File: src/rtl/region_select_ctrl.sv
// region_select_ctrl: frame-rate glove-region qualifier/holder driving the overlay highlight.
// Optional macro ROUND_ROBIN_EN selects round-robin arbitration instead of fixed red>green>blue>yellow.
`default_nettype none

module region_select_ctrl #(
  parameter int HOLD_FRAMES = 3,
  parameter int SHOW_FRAMES = 30,
  parameter int CNT_W       = 6
) (
  input  logic       clk,
  input  logic       reset,
  input  logic       frame_start,
  input  logic       en_regions,
  input  logic       red_flag,
  input  logic       green_flag,
  input  logic       blue_flag,
  input  logic       yellow_flag,
  output logic [3:0] region_onehot,
  output logic [1:0] region_id,
  output logic       region_valid,
  output logic       hit_pulse,
  output logic       busy
);

  typedef enum logic [1:0] {
    S_IDLE    = 2'd0,
    S_QUALIFY = 2'd1,
    S_SHOW    = 2'd2,
    S_RELEASE = 2'd3
  } state_t;

  localparam logic [CNT_W-1:0] C_HOLD = CNT_W'(HOLD_FRAMES);
  localparam logic [CNT_W-1:0] C_SHOW = CNT_W'(SHOW_FRAMES);
  localparam logic [CNT_W-1:0] C_ONE  = CNT_W'(1);
  localparam logic [CNT_W-1:0] C_MAX  = '1;

  state_t           r_state;
  logic [1:0]       r_cand;
  logic [CNT_W-1:0] r_hcnt;
  logic [CNT_W-1:0] r_scnt;
`ifdef ROUND_ROBIN_EN
  logic [1:0]       r_rr_ptr;
`endif

  logic [3:0]       w_flags;
  logic             w_sample;
  logic             w_any;
  logic             w_cand_hit;
  logic [1:0]       w_winner;
  logic [CNT_W-1:0] w_hcnt_inc;
  logic [CNT_W-1:0] w_scnt_inc;
  logic             w_enter_show;
  logic [1:0]       w_show_id;

  assign w_flags    = {yellow_flag, blue_flag, green_flag, red_flag};
  assign w_sample   = frame_start & en_regions;
  assign w_any      = |w_flags;
  assign w_cand_hit = w_flags[r_cand];
  assign w_hcnt_inc = (r_hcnt == C_MAX) ? r_hcnt : r_hcnt + C_ONE;
  assign w_scnt_inc = (r_scnt == C_MAX) ? r_scnt : r_scnt + C_ONE;

  // Descending scan so the highest-priority asserted flag is assigned last.
  always_comb begin
    w_winner = 2'd0;
    for (int k = 3; k >= 0; k--) begin
`ifdef ROUND_ROBIN_EN
      if (w_flags[r_rr_ptr + 2'(k)]) w_winner = r_rr_ptr + 2'(k);
`else
      if (w_flags[k]) w_winner = 2'(k);
`endif
    end
  end

  assign w_enter_show = w_sample &&
      (((r_state == S_IDLE) && w_any && (C_HOLD <= C_ONE)) ||
       ((r_state == S_QUALIFY) && w_cand_hit && (w_hcnt_inc >= C_HOLD)));
  assign w_show_id = (r_state == S_IDLE) ? w_winner : r_cand;

  always_ff @(posedge clk or posedge reset) begin
    if (reset) begin
      r_state       <= S_IDLE;
      r_cand        <= 2'd0;
      r_hcnt        <= '0;
      r_scnt        <= '0;
      region_onehot <= 4'd0;
      region_id     <= 2'd0;
      region_valid  <= 1'b0;
      hit_pulse     <= 1'b0;
      busy          <= 1'b0;
`ifdef ROUND_ROBIN_EN
      r_rr_ptr      <= 2'd0;
`endif
    end else if (!en_regions) begin
      r_state       <= S_IDLE;
      r_cand        <= 2'd0;
      r_hcnt        <= '0;
      r_scnt        <= '0;
      region_onehot <= 4'd0;
      region_id     <= 2'd0;
      region_valid  <= 1'b0;
      hit_pulse     <= 1'b0;
      busy          <= 1'b0;
    end else begin
      hit_pulse <= 1'b0;
      case (r_state)
        S_IDLE: begin
          if (w_sample && w_any) begin
            r_cand  <= w_winner;
            r_hcnt  <= C_ONE;
            r_state <= S_QUALIFY;
            busy    <= 1'b1;
          end
        end
        S_QUALIFY: begin
          if (w_sample) begin
            if (w_cand_hit) begin
              r_hcnt <= w_hcnt_inc;
            end else if (w_any) begin
              r_cand <= w_winner;
              r_hcnt <= C_ONE;
            end else begin
              r_hcnt  <= '0;
              r_state <= S_IDLE;
              busy    <= 1'b0;
            end
          end
        end
        S_SHOW: begin
          if (w_sample) begin
            r_scnt <= w_scnt_inc;
            if (w_scnt_inc >= C_SHOW) begin
              r_state       <= S_RELEASE;
              region_valid  <= 1'b0;
              region_onehot <= 4'd0;
            end
          end
        end
        S_RELEASE: begin
          // Wait for the confirmed glove to leave so it cannot re-trigger.
          if (w_sample && !w_cand_hit) begin
            r_state <= S_IDLE;
            r_scnt  <= '0;
            busy    <= 1'b0;
          end
        end
        default: r_state <= S_IDLE;
      endcase

      if (w_enter_show) begin
        r_state       <= S_SHOW;
        r_cand        <= w_show_id;
        r_hcnt        <= '0;
        r_scnt        <= '0;
        hit_pulse     <= 1'b1;
        region_valid  <= 1'b1;
        region_onehot <= 4'b0001 << w_show_id;
        region_id     <= w_show_id;
        busy          <= 1'b1;
`ifdef ROUND_ROBIN_EN
        r_rr_ptr      <= w_show_id + 2'd1;
`endif
      end
    end
  end

endmodule

`default_nettype wire

File: config.mk
export PLATFORM = sky130hd
export DESIGN_NAME = region_select_ctrl
export DESIGN_NICKNAME = d
export VERILOG_FILES = /design/src/rtl/region_select_ctrl.sv
export SDC_FILE = /design/constraint.sdc
export NUM_CORES = 1
export LEC_CHECK = 0
export ABC_AREA = 1
export ABC_CLOCK_PERIOD_IN_PS = 5240
export CORE_ASPECT_RATIO = 0.6
export CORE_UTILIZATION = 30
export DETAILED_ROUTE_END_ITERATION = 6
export GPL_TIMING_DRIVEN = 1
export SETUP_SLACK_MARGIN = 0.05
export SYNTH_ARGS = -nofsm -noshare
export SYNTH_HDL_FRONTEND = slang
export SYNTH_SLANG_ARGS = --single-unit
File: constraint.sdc
create_clock -name clk -period 5.24 [get_ports clk]
set_input_delay 1.048 -clock clk [delete_from_list [all_inputs] [get_ports clk]]
set_output_delay 1.048 -clock clk [all_outputs]
set_load 0.05 [all_outputs]
==> summary.md, run 1 <==
From synthesis to final layout, the design area changed by 15.3%. The run gives 17 as the I/O pin total. The logs give 0 for the final antenna diode count and 5570 um^2 for the placeable core region. The routed design could run at a clock period as short as 2.77 ns. The die is 60.9 um tall. STA puts the critical path data required time at 5.44 ns. The run finished with clean final reports. For this run, asynchronously set or reset flops after synthesis account for 100%.

TritonCTS built the clock tree. The worst setup slack after placement is 2.18 ns, and the number of max-capacitance violations reported is 0. The area share of the largest cell type after synthesis is 36.0%. For the sequential area share after synthesis, the log shows 36.0%. The tools report the total iterations of the first detailed-routing run as 4. Total power for the finished layout comes to 0.000610 W. In this run the power density over the cells is 304 nW/um^2. In the global route stage, overall resource usage came out at 14.3%. Once layout is complete, the cells apart from fillers number 347. The biggest fanout along the worst timing path works out to 12.

The residual antenna-violating net count after detailed routing was 0. In this run the cell area measured after placement is 1960 um^2. After the first detailed-routing iteration, the DRC count stood at 177.

After clock tree synthesis, the setup repair step added 0 buffers. The number of gates resized after cts was 0; the total wirelength of the detailed-routed design was 3800 um. The count of final max-slew check failures is 0, and the setup clock skew after layout is 0.00274 ns.

Timing would allow up to 0.361 GHz. The clock input transition at the sequential cells of the worst setup and hold paths was 0.08 ns; the TritonCTS buffer count was 3. Routability-driven placement finished with a final weighted congestion of 0.852. The finished cells cover 2000 um^2. The logs give 1740 um^2 for the cell area after technology mapping and 2950 um for the HPWL after detailed placement.

In the final timing run, aggregate negative setup slack is 0 ns. The clock passes through at most 2 buffers. The final critical path takes up 52.8% of the cycle. For the final hold violation count, the log shows 0.

The initial antenna violation count came out at 0. The tools report the clock root buffer master as sky130_fd_sc_hd__clkbuf_8. Entering global routing, the biggest net connects 26 pins. The worst setup path is captured at a register. The number of enable-type register cells in the synthesized netlist was 0. Cells with a size suffix above 1 make up 10.9% of the layout. The largest vdd supply drop came out at 109 uV. The initial core utilization is 31.2%, and the per-cell via count in the routed design is 4.53. The tools report the minimum setup slack in the final design as 2.47 ns. Setup violations remaining at the end of the flow were counted as 0.

The worst hold path class is reg2reg. In this run, distinct cell masters in the synthesized netlist total 30. In the synthesized netlist, the number of instances is 250. In this run, placement finished with an instance count of 343.

The average detailed-routed wire length per instance was 10.9 um. Setup repair after global routing left no endpoint under its margin. For the pin with the worst max-slew slack, the measured transition is 0.932 ns. In this run the tool buffered the top-level ports with 16 buffer cells. The tools report the H-tree depth as 1.

The run gives 1573 as the total number of vias. The die is 100 um wide. Startpoint kind of the worst setup timing path: an input port.

The via count of the first global-routing pass came out at 1468. Data on the critical path arrives at its endpoint at 2.97 ns. Commonest register cell after synthesis: sky130_fd_sc_hd__dfrtp_1.

The worst-case register-to-register setup slack came out at 3.03 ns. The number of design rule violations left after detail routing is 0, and the total number of placement rows is 21. The logs give 6110 um^2 for the full die area and 0.27 ns for the clock latency on the worst-skew pair.

Ranked by total cell area, the synthesized netlist is headed by sky130_fd_sc_hd__dfrtp_1, sky130_fd_sc_hd__nand2_1, sky130_fd_sc_hd__nor2_1, sky130_fd_sc_hd__inv_1, sky130_fd_sc_hd__o21ai_0. After global routing the overflow that remains totals 0. The total of hold buffers inserted after clock tree synthesis was 0. For this design, the sink count on the clock tree is 25. The run gives 279 as the number of nets in the finished design. The number of register bits inferred by synthesis came out at 25.

The warning count from the yosys run was 0. The synthesized netlist net count is 261, and the leakage power total is 0.921 nW. The headroom to the max-slew limit is 37.8%.

Averaged over all synthesized cells, the footprint is 6.95 um^2. sky130_fd_sc_hd__dfrtp_1 takes more of the synthesized area than any other cell. The first-pass GRT wire length was 6730 um. The layout has 602 filler cells. The type of the worst setup path is in2reg.
==> stage by stage <==
step                hold WS (ns)  utilization, %
floorplan                  0.478               -
global placement           0.478            35.1
detailed placement         0.472            35.1
CTS                        0.503            35.9
global route               0.543            35.9
finish                     0.491            35.9
==> cells by family (layout without fill, tap and decap cells) <==
logic type                 count (synthesis)  count (layout)  synth area share (%)
buffers and inverters                     34              51                  9.15
DFF                                       25              25                  36.0
and+or+nand+nor                          147             147                  38.6
xor gates and xnor gates                   1               1                 0.504
adders and majority gates                  3               3                  2.16
AOI/OAI and AO/OA                         40              40                  13.5
==> metal layers <==
layer / share of wire, % / track usage (%) / up-vias
li1: - / - / 839
met1: 55 / 21.2 / 693
met5: 0 / 0 / -
met4: 1.1 / 4.76 / 0
met3: 5.1 / 3.57 / 5
met2: 38 / 20.4 / 36
==> synth_stat cells (2+ instances only) <==
master and n:
sky130_fd_sc_hd__nand2_1 69, sky130_fd_sc_hd__nor2_1 40, sky130_fd_sc_hd__inv_1 29, sky130_fd_sc_hd__dfrtp_1 25, sky130_fd_sc_hd__o21ai_0 16, sky130_fd_sc_hd__nand3_1 13
sky130_fd_sc_hd__a21oi_1 8, sky130_fd_sc_hd__o21ai_1 5, sky130_fd_sc_hd__o21ai_2 5, sky130_fd_sc_hd__nand3_2 4, sky130_fd_sc_hd__nor2_2 4, sky130_fd_sc_hd__nor3_1 4
sky130_fd_sc_hd__ha_1 3, sky130_fd_sc_hd__nand2_4 3, sky130_fd_sc_hd__nand4_1 3, sky130_fd_sc_hd__a21oi_2 2, sky130_fd_sc_hd__nand2_2 2, sky130_fd_sc_hd__nor2_4 2
sky130_fd_sc_hd__o31ai_1 2
==> registers in the layout (all words and copies together), names as in the netlist <==
name and cells:
busy 1, hit_pulse 1, r_cand 2, r_hcnt 6, r_scnt 6, r_state 2
region_id 2, region_onehot 4, region_valid 1
==> layout make-up <==
cell class              instances  area, um^2  area share, %
flip-flops and latches         25         626           31.3
repair buffers                 16         160           8.00
inverters                      31         119           5.94
multi-input cells             191         952           47.6
well taps                      80         100           5.00
clock buffers                   4        45.0           2.25
==> path summary, 6_finish.rpt <==
path                                       start                           end  cells past startpoint
setup / recovery                      en_regions         r_scnt[2]$_DFFE_PP0P_                      8
hold / removal                  busy$_DFFE_PP0P_              busy$_DFFE_PP0P_                      2
setup reg to reg           r_hcnt[1]$_DFFE_PP0P_         r_scnt[1]$_DFFE_PP0P_                     12
hold reg to reg                 busy$_DFFE_PP0P_              busy$_DFFE_PP0P_                      2
max in group asynchronous                  reset         r_hcnt[1]$_DFFE_PP0P_                      2
min in group asynchronous                  reset  region_onehot[3]$_DFFE_PP0P_                      2
==> critical path, stage by stage <==
cell                              delay (ns)
sky130_fd_sc_hd__clkdlybuf4s50_1        0.77
sky130_fd_sc_hd__inv_1                  0.26
sky130_fd_sc_hd__nor2_1                 0.18
sky130_fd_sc_hd__inv_1                  0.10
sky130_fd_sc_hd__nor2_1                 0.14
sky130_fd_sc_hd__nand3b_2               0.30
sky130_fd_sc_hd__nand2_1                0.11
sky130_fd_sc_hd__o21ai_2                0.06
==> power by group <==
part	total (W)	switching (W)	internal (W)	leakage, nW
logic	0.000245	0.000164	0.0000808	0.557
registers	0.000250	0.0000322	0.000217	0.341
clock network	0.000116	0.0000610	0.0000545	0.0228
==> layout by cell type, fill, tap and decap left out, drive strengths merged <==
| cell | count |
|---|---|
| a31oi | 1 |
| xnor2 | 1 |
| o21ai | 26 |
| nand4 | 3 |
| inv | 31 |
| ha | 3 |
| o211ai | 1 |
| dfrtp | 25 |
| or2 | 2 |
| a21oi | 10 |
| clkbuf | 4 |
| nand2 | 74 |
| nor3 | 4 |
| nand3 | 17 |
| nor2 | 46 |
| nand3b | 1 |
| o31ai | 2 |
| clkdlybuf4s50 | 16 |
Power figures use the tool's default switching activity.
==> inputs of run 2 (changes only) <==
- ABC_CLOCK_PERIOD_IN_PS: 5240 -> 2750
- clock period: 5.24 -> 2.75 ns (I/O delays scaled with it)
==> run 2 against run 1 <==
Register-to-register slack lost 2.5 ns. Global-route usage fell by 0.70 points. Sequential power up 90%. Non-clock buffer count up 3. Clock power is 92% higher. Highest routed layer unchanged. Critical path type unchanged. Sequential share of layout area down 0.35 points. Design area increased by 1.1%. Largest power group unchanged. Utilization increased by 0.40 points. Clock skew up 0.0051 ns. Hold slack better by 0.010 ns.
==> summary.md, run 2 (synthesis gave the netlist of run 1 again) <==
I/O pin total: 17 (unchanged). The number of placed instances with taps included is 346 (was 343), and the full die area is 6110 um^2 (unchanged). The logs give 6360 um (was 6730 um) for the first-pass GRT wire length and 0.432 GHz for the highest attainable clock frequency.

The tools report the routability congestion estimate from global placement as 0.854 (was 0.852). The per-cell via count in the routed design is 4.55 (was 4.53), and the placeable core region is 5570 um^2 (unchanged). The sequential cell fraction of total power is 40.5% (was 40.9%), and the via count of the first global-routing pass is 1320 (was 1468). The startpoint kind of the worst setup timing path is an input port (unchanged). The signal arrival time at the worst endpoint is 2.49 ns (was 2.97 ns), and the maximum single-stage delay on the critical path is 0.52 ns (was 0.77 ns). The most common cell after layout, fill and taps aside is sky130_fd_sc_hd__nand2_1 (unchanged).

The tools report the headroom to the max-slew limit as 65.5% (was 37.8%). In the finished design, the share of the clock period the worst path needs comes to 84.3%. The worst path in the final design needs a cycle of 2.32 ns, including I/O delays and setup. Total setup buffers inserted after CTS: 0 (unchanged).

For the initial core utilization, the log shows 31.2% (unchanged). The number of DRC markers after the initial detailed-route iteration is 97 (was 177), and the leftover overflow at the end of global routing is 0 (unchanged). The clock latency on the worst-skew pair is 0.27 ns (about the same). The final hold violation count was 0 (unchanged); the maximum clock insertion buffer count was 2 (unchanged).

Most used cells in the layout excluding fill and tap cells: sky130_fd_sc_hd__nand2_1, sky130_fd_sc_hd__nor2_1, sky130_fd_sc_hd__inv_1 (unchanged). The chip height came out at 60.9 um (unchanged). The kind of cell with the highest combined delay on the critical path was simple AND/OR/NAND/NOR gates (was buffers and inverters). The biggest fanout along the worst timing path came out at 11 (was 12). The tools report the count of filler cells inserted in the layout as 597 (was 602). The clock root buffer master was sky130_fd_sc_hd__clkbuf_8 (unchanged).

The run gives 0 (unchanged) as the count of endpoints failing setup in the final report. The summed negative setup slack over all endpoints is 0 ns (unchanged), and the H-tree depth is 1 (unchanged). The number of buffer cells added on primary ports was 16 (unchanged); the setup clock skew after layout was 0.00783 ns (was 0.00274 ns). CP cell instances: clkdlybuf4s50_1, nor2_1, nor2_1, o21ai_1, o21ai_1, nand2_1, nor2_4, nand2_4, nand2_4, nor2_1, nor2_1, nand2_1, nand2_1, nand2_1 (was clkdlybuf4s50_1, inv_1, nor2_1, inv_1, nor2_1, nand3b_2, nand2_1, o21ai_2).

The logs give 3870 um (was 3800 um) for the total wirelength of the detailed-routed design and 2980 um (was 2950 um) for the HPWL after detailed placement. The final antenna diode count came out at 0 (unchanged). Largest vdd supply drop: 191 uV (was 109 uV). The worst hold path class was reg2reg (unchanged). The kind of capture point of the worst setup path was a register (unchanged). The total power divided by cell area was 580 nW/um^2 (was 304 nW/um^2); the data required time at the worst endpoint was 2.92 ns (was 5.44 ns).

The final standard cell utilization of the core was 36.3% (was 35.9%). The flow ran to the end, and the final reports show no timing, DRC or antenna violations. The pin count of the biggest net entering global routing was 26 (unchanged); the worst-case hold slack was 0.502 ns (was 0.491 ns). The residual antenna-violating net count after detailed routing is 0 (unchanged), and the internal power is 0.000675 W (was 0.000353 W).

The count of final max-slew check failures is 0 (unchanged). The cell with the largest stage delay on the worst path was sky130_fd_sc_hd__clkdlybuf4s50_1 (unchanged). The growth of design area from synthesis to finish is 16.6% (was 15.3%). The TritonCTS buffer count is 3 (unchanged).

Total iterations of the first detailed-routing run: 5 (was 4). The die boundary width was 100 um (unchanged). Setup repair after global routing left no endpoint under its margin.

The fraction of layout instances using a drive strength above 1 is 11.9% (was 10.9%). The logs give 13.6% (was 14.3%) for the all-layer global routing usage and 0 (unchanged) for the number of design rule violations left after detail routing. For the clock group share of total power, the log shows 19.0% (about the same). The number of non-filler instances in the completed layout came out at 350 (was 347). The total of hold buffers inserted after clock tree synthesis was 0 (unchanged); the total number of vias was 1591 (was 1573).

The average detailed-routed wire length per instance came out at 11.0 um (was 10.9 um). The switching share of total power works out to 42.5% (was 42.2%). The tools report the switching power total as 0.000498 W (was 0.000257 W).

The tools report the total clock sinks as 25 (unchanged). Number of buffers and inverters on the critical path: 1 (was 3). The logs give 0 (unchanged) for the number of gates resized after cts and 40.5% (was 40.1%) for the share of total power in combinational logic. The total power was 0.00117 W (was 0.000610 W); the clock input transition at the sequential cells of the worst setup and hold paths was 0.08 ns (about the same). Initial antenna violation count: 0 (unchanged). The logs give 282 (was 279) for the number of nets in the finished design and 0 (unchanged) for the number of max-capacitance violations reported. The total number of placement rows came out at 21 (unchanged). Type of the worst setup path: in2reg (unchanged). TritonCTS built the clock tree.

Largest registers: r_hcnt (6), r_scnt (6), region_onehot (4) (unchanged). The run gives 0.935 nW (was 0.921 nW) as the leakage power total. The worst-margin pin slew works out to 0.516 ns (was 0.932 ns).
-- run 2: power by group through the flow --
stage	clock (W)	combinational, W	sequential [W]
after floorplan	0	0.000318	0.000514
after global placement	0	0.000470	0.000485
after detailed placement	0	0.000470	0.000481
after CTS	0.000230	0.000473	0.000474
after global routing	0.000250	0.000533	0.000482
final	0.000223	0.000475	0.000475
-- run 2: final cells by class --
class	count	area, um^2	share of cell area, %
inverters	31	119	5.87
flip-flops and latches	25	626	30.9
clock buffers	4	45.0	2.22
repair buffers	19	183	9.02
multi-input cells	191	952	47.0
well taps	80	100	4.94
-- run 2: routing by layer --
layer | routed length, um | track usage (%) | vias to the layer above
met5 | 0 | 0 | -
met4 | 28 | 3.93 | 0
met3 | 290 | 3.57 | 4
met2 | 1430 | 18.1 | 47
met1 | 2120 | 21.1 | 699
li1 | - | - | 841
-- run 2: stage by stage --
step	worst slack (ns)	area (um^2)
after floorplan	0.922	1740
after global placement	0.268	1980
after detailed placement	0.196	1980
after CTS	0.480	2020
after global routing	0.296	2020
final	0.433	2020
-- run 2: path summary, 6_finish.rpt --
path                                         startpoint                            to  slack [ns]  cells after the start
setup / recovery                               red_flag         r_cand[0]$_DFFE_PP0P_        0.43                     14
hold / removal             region_onehot[2]$_DFFE_PP0P_  region_onehot[2]$_DFFE_PP0P_        0.50                      2
setup reg to reg                  r_hcnt[0]$_DFFE_PP0P_         r_scnt[1]$_DFFE_PP0P_        0.56                     12
hold reg to reg            region_onehot[2]$_DFFE_PP0P_  region_onehot[2]$_DFFE_PP0P_        0.50                      2
max in group asynchronous                         reset         r_scnt[0]$_DFFE_PP0P_        1.88                      3
min in group asynchronous                         reset         r_scnt[2]$_DFFE_PP0P_        0.62                      3
-- run 2: worst min-delay path, cell delays in order, from the launching register on --
cell	delay (ns)
sky130_fd_sc_hd__dfrtp_1	0.35
sky130_fd_sc_hd__nand2_1	0.05
sky130_fd_sc_hd__o21ai_0	0.07
